===== src/rtl/rx_iq_scheduler.sv =====
// RX I/Q sample FIFO that pops one sample per bus RX IQ read burst.
// Optional FIFO flush command enabled by RX_IQ_SCHED_FLUSH_EN.
module rx_iq_scheduler #(
  parameter int DEPTH_LOG2 = 4,
  parameter int CMD_RX_IQ  = 4,
  parameter int BURST_LEN  = 8
`ifdef RX_IQ_SCHED_FLUSH_EN
  , parameter int CMD_FLUSH = 5
`endif
) (
  input  logic                  clk_in,
  input  logic                  rst_n,
  input  logic [15:0]           ddc_i,
  input  logic [15:0]           ddc_q,
  input  logic                  ddc_valid,
  input  logic [3:0]            DATA_IN,
  input  logic                  DATA_SYNC,
  input  logic                  ovf_clear,
  output logic [15:0]           iq_i_out,
  output logic [15:0]           iq_q_out,
  output logic                  burst_active,
  output logic [DEPTH_LOG2:0]   fifo_level,
  output logic [7:0]            overflow_cnt,
  output logic                  underrun
);

  localparam int DEPTH = 1 << DEPTH_LOG2;
  localparam int CW = (BURST_LEN > 1) ? $clog2(BURST_LEN) : 1;
  localparam logic [DEPTH_LOG2:0] FULL = (DEPTH_LOG2+1)'(DEPTH);
  localparam logic [CW-1:0] LAST = CW'(BURST_LEN - 1);
  localparam logic [3:0] RX_NIB = 4'(CMD_RX_IQ);

  typedef enum logic {IDLE, BURST} state_t;

  state_t state, state_nx;
  logic [CW-1:0] cnt, cnt_nx;

  logic [15:0] mem_i [DEPTH];
  logic [15:0] mem_q [DEPTH];
  logic [DEPTH_LOG2-1:0] wr_ptr, rd_ptr;
  logic [DEPTH_LOG2:0] lvl_base;
  logic [7:0] ovf_base;
  logic start, pop, push, drop, flush, urun_evt;

  assign start = DATA_SYNC && (DATA_IN == RX_NIB);

`ifdef RX_IQ_SCHED_FLUSH_EN
  assign flush = DATA_SYNC && (DATA_IN == 4'(CMD_FLUSH));
`else
  assign flush = 1'b0;
`endif

  assign pop      = start && (fifo_level != '0);
  assign urun_evt = start && (fifo_level == '0);

  // Flush or pop frees space before the same-cycle push is judged
  assign lvl_base = flush ? '0
                  : fifo_level - (DEPTH_LOG2+1)'(pop);
  assign push = ddc_valid && (lvl_base != FULL);
  assign drop = ddc_valid && !push;

  // Clear is applied before any same-cycle overflow event
  assign ovf_base = ovf_clear ? 8'd0 : overflow_cnt;

  always_ff @(posedge clk_in or negedge rst_n) begin
    if (!rst_n) begin
      state <= IDLE;
      cnt   <= '0;
    end else begin
      state <= state_nx;
      cnt   <= cnt_nx;
    end
  end

  always_comb begin
    state_nx = state;
    cnt_nx   = '0;
    unique case (state)
      IDLE: begin
        if (start) state_nx = BURST;
      end
      BURST: begin
        if (DATA_SYNC) begin
          state_nx = start ? BURST : IDLE;
        end else if (cnt == LAST) begin
          state_nx = IDLE;
        end else begin
          cnt_nx = cnt + 1'b1;
        end
      end
      default: state_nx = IDLE;
    endcase
  end

  always_comb begin
    burst_active = (state == BURST);
  end

  always_ff @(posedge clk_in) begin
    if (push) begin
      mem_i[wr_ptr] <= ddc_i;
      mem_q[wr_ptr] <= ddc_q;
    end
  end

  always_ff @(posedge clk_in or negedge rst_n) begin
    if (!rst_n) begin
      wr_ptr       <= '0;
      rd_ptr       <= '0;
      fifo_level   <= '0;
      iq_i_out     <= '0;
      iq_q_out     <= '0;
      overflow_cnt <= '0;
      underrun     <= 1'b0;
    end else begin
      if (push) wr_ptr <= wr_ptr + 1'b1;
      if (flush) rd_ptr <= wr_ptr;
      else if (pop) rd_ptr <= rd_ptr + 1'b1;
      fifo_level <= lvl_base + (DEPTH_LOG2+1)'(push);
      if (pop) begin
        iq_i_out <= mem_i[rd_ptr];
        iq_q_out <= mem_q[rd_ptr];
      end
      if (drop && ovf_base != 8'hFF)
        overflow_cnt <= ovf_base + 8'd1;
      else
        overflow_cnt <= ovf_base;
      underrun <= urun_evt | (underrun & ~ovf_clear);
    end
  end

endmodule


===== config.mk =====
export PLATFORM = sky130hd
export DESIGN_NAME = rx_iq_scheduler
export DESIGN_NICKNAME = d
export VERILOG_FILES = /design/src/rtl/rx_iq_scheduler.sv
export SDC_FILE = /design/constraint.sdc
export NUM_CORES = 1
export LEC_CHECK = 0
export ABC_AREA = 1
export CAP_MARGIN = 10
export CORE_ASPECT_RATIO = 1.4
export CORE_MARGIN = 2
export CORE_UTILIZATION = 50
export CTS_CLUSTER_DIAMETER = 200
export DETAILED_ROUTE_END_ITERATION = 10
export PLACE_DENSITY = 0.67
export SLEW_MARGIN = 20
export SYNTH_ARGS = -nofsm -noshare
export SYNTH_HDL_FRONTEND = slang
export SYNTH_SLANG_ARGS = --single-unit

===== constraint.sdc =====
create_clock -name clk_in -period 5.4 [get_ports clk_in]
set_input_delay 1.62 -clock clk_in [delete_from_list [all_inputs] [get_ports clk_in]]
set_output_delay 1.62 -clock clk_in [all_outputs]
set_load 0.01 [all_outputs]

-- Word level (Yosys, flattened, before mapping)
Memory sizes are Yosys's and may differ from the RTL's. A register that Yosys moved wholly into a read port is not among the register bits.
Index checks and enable logic that the tools add are counted.
- output and inout port bits: 47
- bits in writable memories: 512
- input port bits: 41
- memories kept: 2
- logic and storage cells: 45
- bits in registers: 26
- memory list (memory ; words ; width ; read ports ; clocked after Yosys merged registers in ; wr ports ; RTL line ; RTL):
    mem_i ; 16 ; 16 ; 1 ; 1 ; 1 ; 38 ; logic [15:0] mem_i [DEPTH];
    mem_q ; 16 ; 16 ; 1 ; 1 ; 1 ; 39 ; logic [15:0] mem_q [DEPTH];
- bitwise operators: 4
- reduce and logical (&&, ||, !) cells: 11
- mux-type cells: 11
- add/subtract/negate cells: 6
- equality and inequality tests: 4
- operators with widths (kind ; count):
    two-way mux 8 bit ; 2
    two-way mux 3 bit ; 3
    adder 4 x 1 -> 4 bit, second input constant ; 2
    adder 8 x 1 -> 8 bit, second input constant ; 1
    != test 8 bit, second input constant ; 1
    logical AND 1 bit ; 6
    adder 5 x 1 -> 5 bit ; 1
    zero test 5 bit ; 1
    two-way mux 1 bit ; 5
    != test 5 bit, second input constant ; 1
    nonzero test 5 bit ; 1
    subtractor 5 x 1 -> 5 bit ; 1
    == test 4 x 3 -> 1 bit, second input constant ; 1
    adder 3 x 1 -> 3 bit, second input constant ; 1
    == test 3 bit, second input constant ; 1
    zero test 1 bit ; 3
    inverter 1 bit ; 2
    one-hot mux 1 bit (2 select lines) ; 1
    bitwise AND 1 bit ; 1
    OR 1 bit ; 1

-- Longest topological paths before layout
- depth in word-level cells: 10
- gate-level depth with buffers: 15
- gate-level depth less buffers: 14

-- Least setup slack after synthesis
OpenSTA, ideal clock, no wires.
- kind: input to register
- start point: input DATA_IN[1]
- end point: memory mem_i[15][0] (enable)
- stages: 12
- arrival: 4.136 ns
- buffers on the path: 2
- path slack: 0.868 ns
- cells stage by stage: nor3_2 -> nand4_4 -> inv_2 -> buf_4 -> ha_1 -> ha_1 -> xor2_2 -> nor2_2 -> nand3_4 -> nand2_4 -> buf_6 -> nor2_2
- word-level cells in the longest chain between the ends: 8
- RTL lines (item ; RTL line ; RTL):
    start: declaration ; 16 ; input logic [3:0] DATA_IN,
    == test 4 x 3 -> 1 bit ; 45 ; assign start = DATA_SYNC && (DATA_IN == RX_NIB);
    logical AND 1 bit ; 45 ;
    logical AND 1 bit ; 53 ; assign pop = start && (fifo_level != '0);
    net pop ; 43 ; logic start, pop, push, drop, flush, urun_evt;
    subtractor 5 x 1 -> 5 bit ; 58 ; : fifo_level - (DEPTH_LOG2+1)'(pop);
    != test 5 bit ; 59 ; assign push = ddc_valid && (lvl_base != FULL);
    logical AND 1 bit ; 59 ;
    two-way mux 1 bit ; 100 ; if (push) begin
    two-way mux 1 bit (not written as such) ; 101 ; mem_i[wr_ptr] <= ddc_i;
    end: declaration ; 38 ;
The timed path passes the listed nets, and every way through them passes these cells.

-- Final worst setup path
- start point: input DATA_IN[1]
- end point: memory mem_i[2][9] (enable)
- word-level cells in the longest chain between the ends: 8
- RTL lines (item ; RTL line):
    == test 4 x 3 -> 1 bit ; 45
    logical AND 1 bit ; 45
    logical AND 1 bit ; 53
    subtractor 5 x 1 -> 5 bit ; 58
    != test 5 bit ; 59
    logical AND 1 bit ; 59
    two-way mux 1 bit ; 100
    two-way mux 1 bit (not written as such) ; 101
Every way passes these cells.

==> impl_metrics.json <==
{
  "status": "completed",
  "synth.distinct_cells": 32,
  "initial_utilization_pct": 50.4,
  "ctsResizeCount": 0,
  "drive_gt1_share_pct": 7.04,
  "final_hold_viol_count": 0,
  "die_area_mm2": 0.0490,
  "startpoint_type": "input pin",
  "holdCritPathClass": "flop to flop",
  "period_minus_slack_ns": 4.39,
  "avgRoutedWirePerCell_um": 20.3,
  "reg2reg_setup_slack_ns": 2.01,
  "max_stage_delay_ns": 0.44,
  "crit_fanout": 25,
  "die_y_um": 261,
  "nets": 2141,
  "cts_setup_buffers": 0,
  "cts-root-buf": "clkbuf_16",
  "final-setup-viol-count": 0,
  "power_leakage_nw": 9.95,
  "synth_area_per_cell_um2": 11.6,
  "io_buffers": 87,
  "crit_path_frequent_cell": "ha_1",
  "cap_violations": 0,
  "crit_slowest_cell": "buf_4",
  "powerDensity_mw_per_mm2": 510,
  "synth_compound_area_share_pct": 0.175,
  "grt_antenna_before_repair": 1,
  "drtPass1Iterations": 5,
  "clock_latency_ns": 0.58,
  "gp_congestion": 0.852,
  "syn-num-nets": 2087,
  "yosys.area_share.simple_pct": 23.2,
  "finalCritPeriodShare_pct": 81.2,
  "clkSinkCount": 570,
  "synth-seq-cells": 570,
  "clk_pin_slew_ns": 0.06,
  "post-dp-hpwl_um": 32700,
  "yosysWarningCount": 0,
  "ctsHoldBuffers": 0,
  "rsz0062_at_grt": "no",
  "cts_buffers": 51,
  "ys_seq_area_share_pct": 71.3,
  "synth_mux_area_share_pct": 0,
  "p_total_mw": 13.5,
  "fmax_ghz": 0.228,
  "gr-total-overflow": 0,
  "detail_route.iter0.violations": 1683,
  "syn2layout_area_growth_pct": 12.0,
  "placement_rows": 94,
  "worst_pin_slew_ns": 1.09,
  "slew_viol_final": 0,
  "grt.total_usage_pct": 22.9,
  "synth_top_family_by_area": "simple AND/OR/NAND/NOR gates",
  "instances_no_fill": 2756,
  "drc": 0,
  "endpoint_kind": "flop",
  "cts_tree": "done",
  "core_area_mm2": 0.0468,
  "clockBufferDepth": 3,
  "vias": 15200,
  "cp.required_ns": 5.62,
  "grt_max_degree": 199,
  "grt_pass1_wl_um": 86000,
  "boundaryPins": 88,
  "critPathBufInv": 3,
  "vias_per_cell": 5.52,
  "finalClockSkew_ns": 0.0252,
  "synth_xor_area_share_pct": 0.583,
  "placed_cells": 2660,
  "worstPathArrival_ns": 4.60,
  "h-tree-depth": 2,
  "grt_pass1_vias": 15000,
  "crit_family": "simple AND/OR/NAND/NOR gates",
  "timing.critical_path.cells": "clkdlybuf4s50_1 -> nor3_2 -> nand4_4 -> inv_2 -> ha_1 -> ha_1 -> xor2_2 -> nor2_2 -> nand3_4 -> nand2_4 -> nor2_4 -> buf_4",
  "critical_path_class": "input pin to flop",
  "postRouteAntennaNets": 0,
  "slew_headroom_pct": 27.1,
  "routed_wl_um": 56000,
  "synth_fa_ha_area_share_pct": 0.583,
  "diodes": 0,
  "die_w_um": 188,
  "setup_tns_ns": 0,
  "synthesis.area_mm2": 0.0236,
  "vdd_ir_drop_max_v": 0.000414,
  "synthesis.instances": 2035
}
-- power breakdown --
| part | total, mW | switching, mW | internal [mW] |
|---|---|---|---|
| clock | 3.58 | 1.56 | 2.02 |
| combinational | 4.31 | 2.98 | 1.33 |
| sequential | 5.59 | 0.307 | 5.28 |
-- worst reg2reg max path, cell delays in order (launching register included) --
cell and delay, ns:
dfrtp_1 0.45, nor2_2 0.18, nand4_1 0.19, nand4_4 0.12, inv_2 0.04, ha_1 0.21
ha_1 0.25, xor2_2 0.25, nor2_2 0.09, nand3_4 0.12, nand2_4 0.31, nor2_4 0.39
buf_4 0.44
-- metal layers --
| metal | vias up | track usage (%) | wire length, µm | part of all wire, % |
|---|---|---|---|---|
| li1 | 7083 | - | - | - |
| met1 | 7393 | 30.1 | 22700 | 41 |
| met2 | 614 | 39.0 | 27600 | 49 |
| met3 | 119 | 2.91 | 3850 | 6.9 |
| met4 | 0 | 9.38 | 1910 | 3.4 |
| met5 | - | 0 | 0 | 0 |
-- state kept, by name, indices dropped and copies added, names as in the netlist --
| signal | cells |
|---|---|
| iq_q_out | 16 |
| mem_i | 256 |
| cnt | 3 |
| underrun | 1 |
| overflow_cnt | 8 |
| wr_ptr | 4 |
| iq_i_out | 16 |
| fifo_level | 5 |
| rd_ptr | 4 |
| mem_q | 256 |
| burst_active | 1 |
-- stage by stage --
step / hold slack (ns) / utilization [%] / area [µm²] / setup WS, ns
finish: 0.432 / 56.5 / 26400 / 1.01
global route: 0.450 / 56.5 / 26400 / 0.838
CTS: 0.441 / 56.5 / 26400 / 1.04
detailed placement: 0.432 / 52.9 / 24800 / 0.430
global placement: 0.419 / 52.9 / 24800 / 0.500
floorplan: 0.408 / - / 23600 / 0.868
-- layout by cell type (no fill, tap or decap), types with 4 or more instances in the layout --
cell and instances:
clkinv_2 9, nor2_1 17, clkbuf_16 52, clkdlybuf4s50_1 86
clkbuf_1 17, xor2_1 9, nand2_2 6, ha_1 11
buf_12 6, nand3_1 406, clkinv_1 5, buf_4 25
edfxtp_1 512, clkbuf_8 7, nand2_1 832, dfrtp_1 55
nor2_4 17, o21ai_0 4, inv_1 24
-- cells by family (layout without fill, tap and decap cells) --
family                   count (synthesis)  count (layout)
AO/OA/AOI/OAI                            5               5
XOR/XNOR                                14              14
adder cells (fa/ha/maj)                 11              11
buffers and inverters                  147             244
flip-flops                             570             570
AND/OR/NAND/NOR                       1288            1288
-- synth_stat cells --
master / n / share of area (%)
nand2_1: 832 / 13
buf_12: 1 / 0.085
nor2_1: 17 / 0.27
buf_6: 36 / 1.7
nand4_1: 1 / 0.027
clkbuf_1: 7 / 0.11
ha_1: 11 / 0.58
clkinv_1: 1 / 0.016
buf_8: 1 / 0.064
buf_4: 22 / 0.70
a31oi_4: 1 / 0.090
or3b_2: 1 / 0.037
inv_1: 25 / 0.40
inv_8: 1 / 0.048
nand3_1: 406 / 8.6
buf_2: 44 / 0.93
nor2_2: 19 / 0.50
nand3_4: 1 / 0.074
dfrtp_1: 58 / 6.1
nand2_2: 6 / 0.16
nor2_4: 1 / 0.048
inv_2: 3 / 0.048
xor2_1: 9 / 0.33
nand4_4: 1 / 0.090
buf_1: 5 / 0.079
o21ai_0: 4 / 0.085
xnor2_1: 3 / 0.11
nand2_4: 2 / 0.095
xor2_2: 2 / 0.14
nor3_2: 1 / 0.042
clkinv_2: 1 / 0.021
edfxtp_1: 512 / 65
-- area by class of cell --
| class | instances | area (µm²) |
|---|---|---|
| inverter | 31 | 133 |
| tap | 624 | 781 |
| multi-input combinational | 1318 | 5870 |
| clock inverter | 20 | 194 |
| timing repair buffer | 117 | 1170 |
| clock buffer | 76 | 1460 |
| sequential | 570 | 16800 |
| fill | 3903 | 20400 |
-- path summary, 6_finish.rpt --
kind	start	depth (start not counted)	end
max	DATA_IN[1]	12	mem_i[2][9]
min	cnt[0]	1	cnt[0]
max reg2reg	fifo_level[2]	12	mem_i[2][9]
min reg2reg	cnt[0]	1	cnt[0]
max in group asynchronous	rst_n	1	rd_ptr[1]
min in group asynchronous	rst_n	1	iq_q_out[14]
Note: power is estimated with default switching activity, not from simulation.
